`config.mk`:
```
export PLATFORM = sky130hd
export DESIGN_NAME = pc_next_sel_reg
export DESIGN_NICKNAME = d
export VERILOG_FILES = /design/src/rtl/pc_next_sel_reg.sv
export SDC_FILE = /design/constraint.sdc
export NUM_CORES = 1
export LEC_CHECK = 0
export ABC_CLOCK_PERIOD_IN_PS = 1990
export CAP_MARGIN = 20
export CELL_PAD_IN_SITES_DETAIL_PLACEMENT = 0
export CELL_PAD_IN_SITES_GLOBAL_PLACEMENT = 1
export CORE_MARGIN = 3
export CORE_UTILIZATION = 25
export DETAILED_ROUTE_END_ITERATION = 16
export PLACE_DENSITY_LB_ADDON = 0.25
export REMOVE_ABC_BUFFERS = 1
export SLEW_MARGIN = 10
export SYNTH_ARGS = -nofsm -noshare
export SYNTH_HDL_FRONTEND = slang
export SYNTH_SLANG_ARGS = --single-unit
```
`constraint.sdc`:
```
create_clock -name clk -period 1.99 [get_ports clk]
set_clock_uncertainty 0.2 [all_clocks]
set_input_delay 0.199 -clock clk [delete_from_list [all_inputs] [get_ports clk]]
set_output_delay 0.199 -clock clk [all_outputs]
set_load 0.02 [all_outputs]
```
`src/rtl/pc_next_sel_reg.sv`:
```
// Next-PC source selector plus PC register with a three-step exception
// sequencer (capture cause -> save EPC -> jump to the fixed vector).
module pc_next_sel_reg #(
  parameter int               WIDTH    = 32,
  parameter int               NUM_SRC  = 8,
  parameter int               SEL_W    = 3,
  parameter logic [WIDTH-1:0] RESET_PC = '0,
  parameter logic [WIDTH-1:0] VEC_OPC  = WIDTH'(32'h0000_00FD),
  parameter logic [WIDTH-1:0] VEC_OVF  = WIDTH'(32'h0000_00FE)
) (
  input  logic                     clk,
  input  logic                     reset_n,
  input  logic [NUM_SRC*WIDTH-1:0] src_data,
  input  logic [SEL_W-1:0]         sel,
  input  logic                     pc_write,
  input  logic                     pc_write_cond,
  input  logic                     cond_true,
  input  logic                     exc_opc,
  input  logic                     exc_ovf,
  output logic [WIDTH-1:0]         pc,
  output logic [WIDTH-1:0]         epc,
  output logic [1:0]               cause,
  output logic                     exc_busy,
  output logic                     pc_updated
);

  typedef enum logic [1:0] {RUN, EXC_SAVE, EXC_JUMP} state_t;

  localparam logic [1:0] CAUSE_OPC = 2'b01;
  localparam logic [1:0] CAUSE_OVF = 2'b10;

  state_t                          state;
  logic [NUM_SRC-1:0][WIDTH-1:0]   src;
  logic [WIDTH-1:0]                nxt;
  logic                            ld;
  logic                            exc_req;

  // Split the flat source bus into one word per slot.
  for (genvar g = 0; g < NUM_SRC; g++) begin : g_src
    assign src[g] = src_data[g*WIDTH +: WIDTH];
  end

  // Source mux; any out-of-range selector falls through to the last slot.
  always_comb begin
    nxt = src[NUM_SRC-1];
    for (int i = 0; i < NUM_SRC-1; i++)
      if (sel == SEL_W'(i)) nxt = src[i];
  end

  assign ld      = pc_write | (pc_write_cond & cond_true);
  assign exc_req = exc_opc | exc_ovf;

  // PC register and exception sequencer; exceptions pre-empt a same-cycle load.
  always_ff @(posedge clk or negedge reset_n) begin
    if (!reset_n) begin
      state      <= RUN;
      pc         <= RESET_PC;
      epc        <= '0;
      cause      <= 2'b00;
      exc_busy   <= 1'b0;
      pc_updated <= 1'b0;
    end else begin
      pc_updated <= 1'b0;
      case (state)
        RUN: begin
          if (exc_req) begin
            cause    <= exc_opc ? CAUSE_OPC : CAUSE_OVF;
            exc_busy <= 1'b1;
            state    <= EXC_SAVE;
          end else if (ld) begin
            pc         <= nxt;
            pc_updated <= 1'b1;
          end
        end
        EXC_SAVE: begin
          epc   <= pc;
          state <= EXC_JUMP;
        end
        EXC_JUMP: begin
          pc         <= (cause == CAUSE_OPC) ? VEC_OPC : VEC_OVF;
          pc_updated <= 1'b1;
          exc_busy   <= 1'b0;
          state      <= RUN;
        end
        default: begin
          exc_busy <= 1'b0;
          state    <= RUN;
        end
      endcase
    end
  end

endmodule

```
==> flow_summary.yaml, run 1 <==
power:
  power-per-cell-area_mw_per_mm2: 929
  p_leak_uw: 0.00360
  peakVddDrop_mv: 0.475
final_layout:
  final_cell_mix: "clkdlybuf4s50_1 (329), o21ai_0 (75), dfrtp_1 (70)"
  n_antenna_cell: 0
  fillers: 1803
  fin_nets: 1155
  layout_commonest_cell: "clkdlybuf4s50_1"
  area_growth_pct: 85.5
  layout-drive-gt1-share: 0.116
global_route:
  grt_pass1_wl_um: 33900
  overflow: 0
  first_global_vias: 5962
  grt_max_degree: 43
  grt_use_total: 0.200
  antenna_found_initial: 1
sta:
  period_share: 0.953
  holdWs_ns: 0.0714
  fin_crit_ns: 1.90
  max_clock_freq_ghz: 0.527
  setup_viol: 0
  fin_tns_setup_ns: 0
  rsz0062_at_grt: "yes"
  worstMarginPinSlew_ns: 0.697
  relSlewSlack: 0.536
  timing.final.ws_setup_ns: 0.0939
  drv_slew: 0
  hold_viol_final: 0
setup_path:
  critical-path-max-stage-delay_ns: 0.38
  crit_arrival_ns: 1.96
  cp_slowest_cell: "dfrtp_1"
  cp.required_ns: 2.06
  critPathKind: "flip-flop to flip-flop"
  cp_cell_sequence: "or2_4, nor4_4, buf_12, buf_12, clkbuf_16, nor3_1, a21oi_1"
  cpMostUsedCell: "buf_12"
  crit_family: "simple AND/OR/NAND/NOR gates"
  path_max_fanout: 15
  endpoint_kind: "flip-flop"
  start_kind: "flip-flop"
  path_buf_inv: 3
detailed_routing:
  wl_per_cell_um: 19.6
  viasPerCell: 4.99
  drtIter0Drc: 230
  drt_pass1_iterations: 5
  num_vias: 5759
  route.detailed.drc: 0
  ant_nets: 0
  drt-total-wl_um: 22600
place:
  gp_congestion: 0.843
  hpwl_um: 17600
  io_buffers: 333
  dp_worst_setup_slack_ns: 0.0422
synth:
  netlist_area_mm2: 0.00490
  synthDistinctLibCells: 37
  seq_area_frac_synth: 0.357
  synth.avg_cell_area_um2: 8.77
  yosys_warnings: 0
  synth-seq-cells: 70
  synthCells: 559
clock_network:
  clock_path_buffers: 2
  clk_pin_slew_ns: 0.06
  root_buffer: "clkbuf_16"
  clock_latency_ns: 0.33
  cts.sinks: 70
  tritoncts: "built"
  cts_inserted_buffers: 9
  h-tree-depth: 3
floorplan:
  die_w_um: 146
  die_h_um: 146
  dieArea_mm2: 0.0213
  core_mm2: 0.0190
  start_util: 0.259
  row_count: 50
  num_io_pins: 334
flow_run:
  drv_cap: 0
min_path:
  hold_path_class: "primary input to flip-flop"
status:
  status: "complete, no violations"
==> flip-flops by register name, summed over array words and instances (netlist names) <==
| register | count |
|---|---|
| pc | 32 |
| epc | 32 |
| state | 2 |
| pc_updated | 1 |
| exc_busy | 1 |
| cause | 2 |
==> per-layer routing <==
metal	track usage	share of wire	vias to the layer above	wire, µm
met4	0.0452	0.013	2	298
li1	-	-	2772	-
met1	0.230	0.39	2730	8770
met3	0.0552	0.069	21	1570
met5	0	0.00057	-	13
met2	0.370	0.53	234	12000
==> tightest hold or removal path: stages <==
cell     delay (ns)
buf_4          0.18
nand2_1        0.09
a31oi_1        0.08
==> layout make-up <==
class / instances / area, µm² / share of cell area
well taps: 260 / 325 / 0.0358
clock buffers: 13 / 240 / 0.0264
repair buffers: 376 / 3860 / 0.424
flip-flops and latches: 70 / 1750 / 0.193
multi-input cells: 426 / 2880 / 0.316
clock inverters: 3 / 21.3 / 0.00234
inverters: 6 / 22.5 / 0.00248
==> path summary, 6_finish.rpt <==
kind / from / end / slack, ns / cells after the start
worst max-delay path: state[1] / pc[5] / 0.09 / 7
worst min-delay path: sel[2] / pc[29] / 0.07 / 3
worst max register to register: state[1] / pc[5] / 0.09 / 7
worst min register to register: epc[28] / epc[28] / 0.30 / 1
max in group asynchronous: reset_n / pc[27] / 0.89 / 3
min in group asynchronous: reset_n / epc[16] / 0.15 / 2
==> cells in the mapped netlist, drive strengths merged <==
master | n | share of area
nor3 | 8 | 0.0082
o22ai | 31 | 0.040
a211oi | 23 | 0.035
nand3 | 3 | 0.0031
a22o | 24 | 0.043
buf | 35 | 0.039
o221a | 1 | 0.0023
a2bb2oi | 7 | 0.013
a221o | 6 | 0.012
dfrtp | 70 | 0.36
a221oi | 7 | 0.013
and2 | 22 | 0.028
o21ai | 77 | 0.079
nor2 | 19 | 0.015
clkbuf | 22 | 0.017
nor2b | 3 | 0.0038
a21oi | 36 | 0.037
a31oi | 23 | 0.029
inv | 5 | 0.0038
mux2i | 38 | 0.078
or2 | 2 | 0.0026
clkinv | 1 | 0.00076
and2b | 1 | 0.0015
mux2 | 33 | 0.076
nor4 | 1 | 0.0043
a22oi | 1 | 0.0015
o211a | 1 | 0.0020
mux4 | 2 | 0.0092
o31ai | 2 | 0.0031
nand2b | 4 | 0.0051
nand2 | 51 | 0.039
==> stage by stage <==
stage / utilization / power, µW / instances / cell area, µm²
final: 0.480 / 8450 / 1154 / 9090
after global routing: 0.480 / 8960 / 1154 / 9090
after CTS: 0.474 / 8480 / 1150 / 8990
after detailed placement: 0.460 / 6990 / 1133 / 8720
after global placement: 0.460 / 6910 / 1133 / 8720
after floorplan: - / 4400 / 502 / 4630
==> logic make-up after synthesis <==
kind of cell / after synthesis / synth area share
mux: 73 / 0.163
simple gates: 114 / 0.111
compound gates: 239 / 0.309
flops: 70 / 0.357
buf+inv: 63 / 0.0607
==> timing repair <==
action,in CTS,in global routing
hold buffers,1,0
setup buffers,0,2
endpoints found under the setup margin,0,10
resized for setup,0,4
hold endpoints to repair,29,0
==> power by group <==
| part | internal, µW | switching [µW] |
|---|---|---|
| logic | 2410 | 2130 |
| registers | 2030 | 408 |
| clock network | 846 | 613 |
Power figures use the tool's default switching activity.
==> run 2: changes to the inputs <==
--- a/config.mk
+++ b/config.mk
@@ -5,13 +5,14 @@
 export SDC_FILE = /design/constraint.sdc
 export NUM_CORES = 1
 export LEC_CHECK = 0
-export ABC_CLOCK_PERIOD_IN_PS = 1990
+export ABC_CLOCK_PERIOD_IN_PS = 1820
 export CAP_MARGIN = 20
 export CELL_PAD_IN_SITES_DETAIL_PLACEMENT = 0
 export CELL_PAD_IN_SITES_GLOBAL_PLACEMENT = 1
 export CORE_MARGIN = 3
 export CORE_UTILIZATION = 25
 export DETAILED_ROUTE_END_ITERATION = 16
+export HOLD_SLACK_MARGIN = 0.02
 export PLACE_DENSITY_LB_ADDON = 0.25
 export REMOVE_ABC_BUFFERS = 1
 export SLEW_MARGIN = 10
==> constraint.sdc (replaced) <==
create_clock -name clk -period 1.82 [get_ports clk]
set_clock_uncertainty 0.2 [all_clocks]
set_input_delay 0.182 -clock clk [delete_from_list [all_inputs] [get_ports clk]]
set_output_delay 0.182 -clock clk [all_outputs]
set_load 0.02 [all_outputs]
==> run 2 against run 1 <==
Design area rose by 1.0%. Critical endpoint is now pc[26]. First-iteration DRC count is 0.43% lower. Critical path depth shrank 6. Count of clock-buffer cells in the layout decreased by 1. Die area did not move. Global-route usage up 0.93 points. Final cell count is 0.87% higher. Sequential share of layout area shrank 0.20 points. Wire length increased by 2.5%. Sequential cell count is the same. Non-clock buffer count is 10 higher. Sequential power rose by 9.0%. Highest routed layer unchanged.
==> flow_summary.yaml, run 2 (synthesis results as in run 1) <==
global_route:
  grt_pass1_wl_um: 35500
  grt_max_degree: 45
  first_global_vias: 6320
  grt_use_total: 0.209
  overflow: 0
  antenna_found_initial: 1
flow_run:
  drv_cap: 0
final_layout:
  n_antenna_cell: 0
  area_growth_pct: 87.4
  fin_nets: 1165
  layout-drive-gt1-share: 0.129
  final_cells: 1164
  layout_commonest_cell: "clkdlybuf4s50_1"
  fillers: 1814
  final_cell_mix: "clkdlybuf4s50_1 (329), o21ai_0 (75), dfrtp_1 (70)"
  largestRegisters: "epc (32), pc (32)"
power:
  peakVddDrop_mv: 0.466
  p_leak_uw: 0.00367
  power-per-cell-area_mw_per_mm2: 1030
  power.total_uw: 9470
setup_path:
  endpoint_kind: "primary output"
  crit_arrival_ns: 1.38
  crit_family: "buffers and inverters"
  cp_cell_sequence: "clkdlybuf4s50_1"
  path_buf_inv: 1
  start_kind: "flip-flop"
  critPathKind: "flip-flop to primary output"
  cp_slowest_cell: "clkdlybuf4s50_1"
  path_max_fanout: 3
  cp.required_ns: 1.44
  critical-path-max-stage-delay_ns: 0.63
detailed_routing:
  drt_pass1_iterations: 4
  route.detailed.drc: 0
  viasPerCell: 5.03
  num_vias: 5854
  drtIter0Drc: 229
  wl_per_cell_um: 19.9
  ant_nets: 0
  drt-total-wl_um: 23200
floorplan:
  dieArea_mm2: 0.0213
  start_util: 0.259
  die_w_um: 146
  row_count: 50
  die_h_um: 146
  num_io_pins: 334
  core_mm2: 0.0190
sta:
  timing.final.ws_setup_ns: 0.0559
  period_share: 0.969
  relSlewSlack: 0.723
  setup_viol: 0
  worstMarginPinSlew_ns: 0.415
  hold_viol_final: 0
  drv_slew: 0
  holdWs_ns: 0.125
  fin_tns_setup_ns: 0
  fin_crit_ns: 1.76
  max_clock_freq_ghz: 0.567
  rsz0062_at_grt: "no"
clock_network:
  tritoncts: "built"
  cts_inserted_buffers: 9
  clk_pin_slew_ns: 0.06
  clock_path_buffers: 2
  root_buffer: "clkbuf_16"
  cts.sinks: 70
  h-tree-depth: 3
  clock_latency_ns: 0.33
place:
  io_buffers: 333
  dp_worst_setup_slack_ns: -0.124
  place_inst: 1142
  hpwl_um: 17700
  gp_congestion: 0.844
min_path:
  hold_path_class: "primary input to asynchronous set/reset pin"
status:
  status: "complete, no violations"
==> run 2: cell type report <==
| cell class | count | area [µm²] | share of cell area |
|---|---|---|---|
| repair buffers | 386 | 3910 | 0.426 |
| multi-input cells | 426 | 2880 | 0.313 |
| flip-flops and latches | 70 | 1750 | 0.191 |
| well taps | 260 | 325 | 0.0354 |
| clock buffers | 12 | 256 | 0.0279 |
| clock inverters | 4 | 45.0 | 0.00490 |
| inverters | 6 | 22.5 | 0.00245 |
==> run 2: stage by stage <==
stage                     utilization  instance area, µm²
after floorplan                     -                4630
after global placement          0.463                8780
after detailed placement        0.463                8780
after CTS                       0.482                9130
after global routing            0.485                9190
final                           0.485                9190
==> run 2: timing repair <==
action | 4_1_cts | 5_1_grt
resized for setup | 4 | 1
setup endpoints to repair | 27 | 30
endpoints found under the hold margin | 70 | 0
hold buffers | 1 | 0
pin swaps | 2 | 1
buffers inserted | 1 | 2
cloned | 1 | 2
==> run 2: final timing paths <==
kind	from	to	slack, ns	depth (start not counted)
min reg2reg	epc[9]	epc[9]	0.30	1
max in group asynchronous	reset_n	pc[0]	0.74	3
max reg2reg	state[0]	pc[0]	0.14	7
max	pc[26]	pc[26]	0.06	1
min in group clk	sel[2]	pc[29]	0.15	4
min	reset_n	epc[16]	0.13	2
==> run 2: power breakdown <==
part | internal (µW) | switching (µW) | leakage, µW
Combinational | 2660 | 2350 | 0.00267
Clock | 1130 | 664 | 0.000152
Sequential | 2220 | 438 | 0.000847
==> run 2: metal layers <==
layer  GRT usage  vias to the layer above  share of wire  routed length (µm)
met5           0                        -        0.00056                  13
met1       0.240                     2797           0.40                9190
li1            -                     2795              -                   -
met4      0.0677                        2          0.018                 429
met2       0.382                      235           0.52               12000
met3      0.0512                       25          0.069                1600
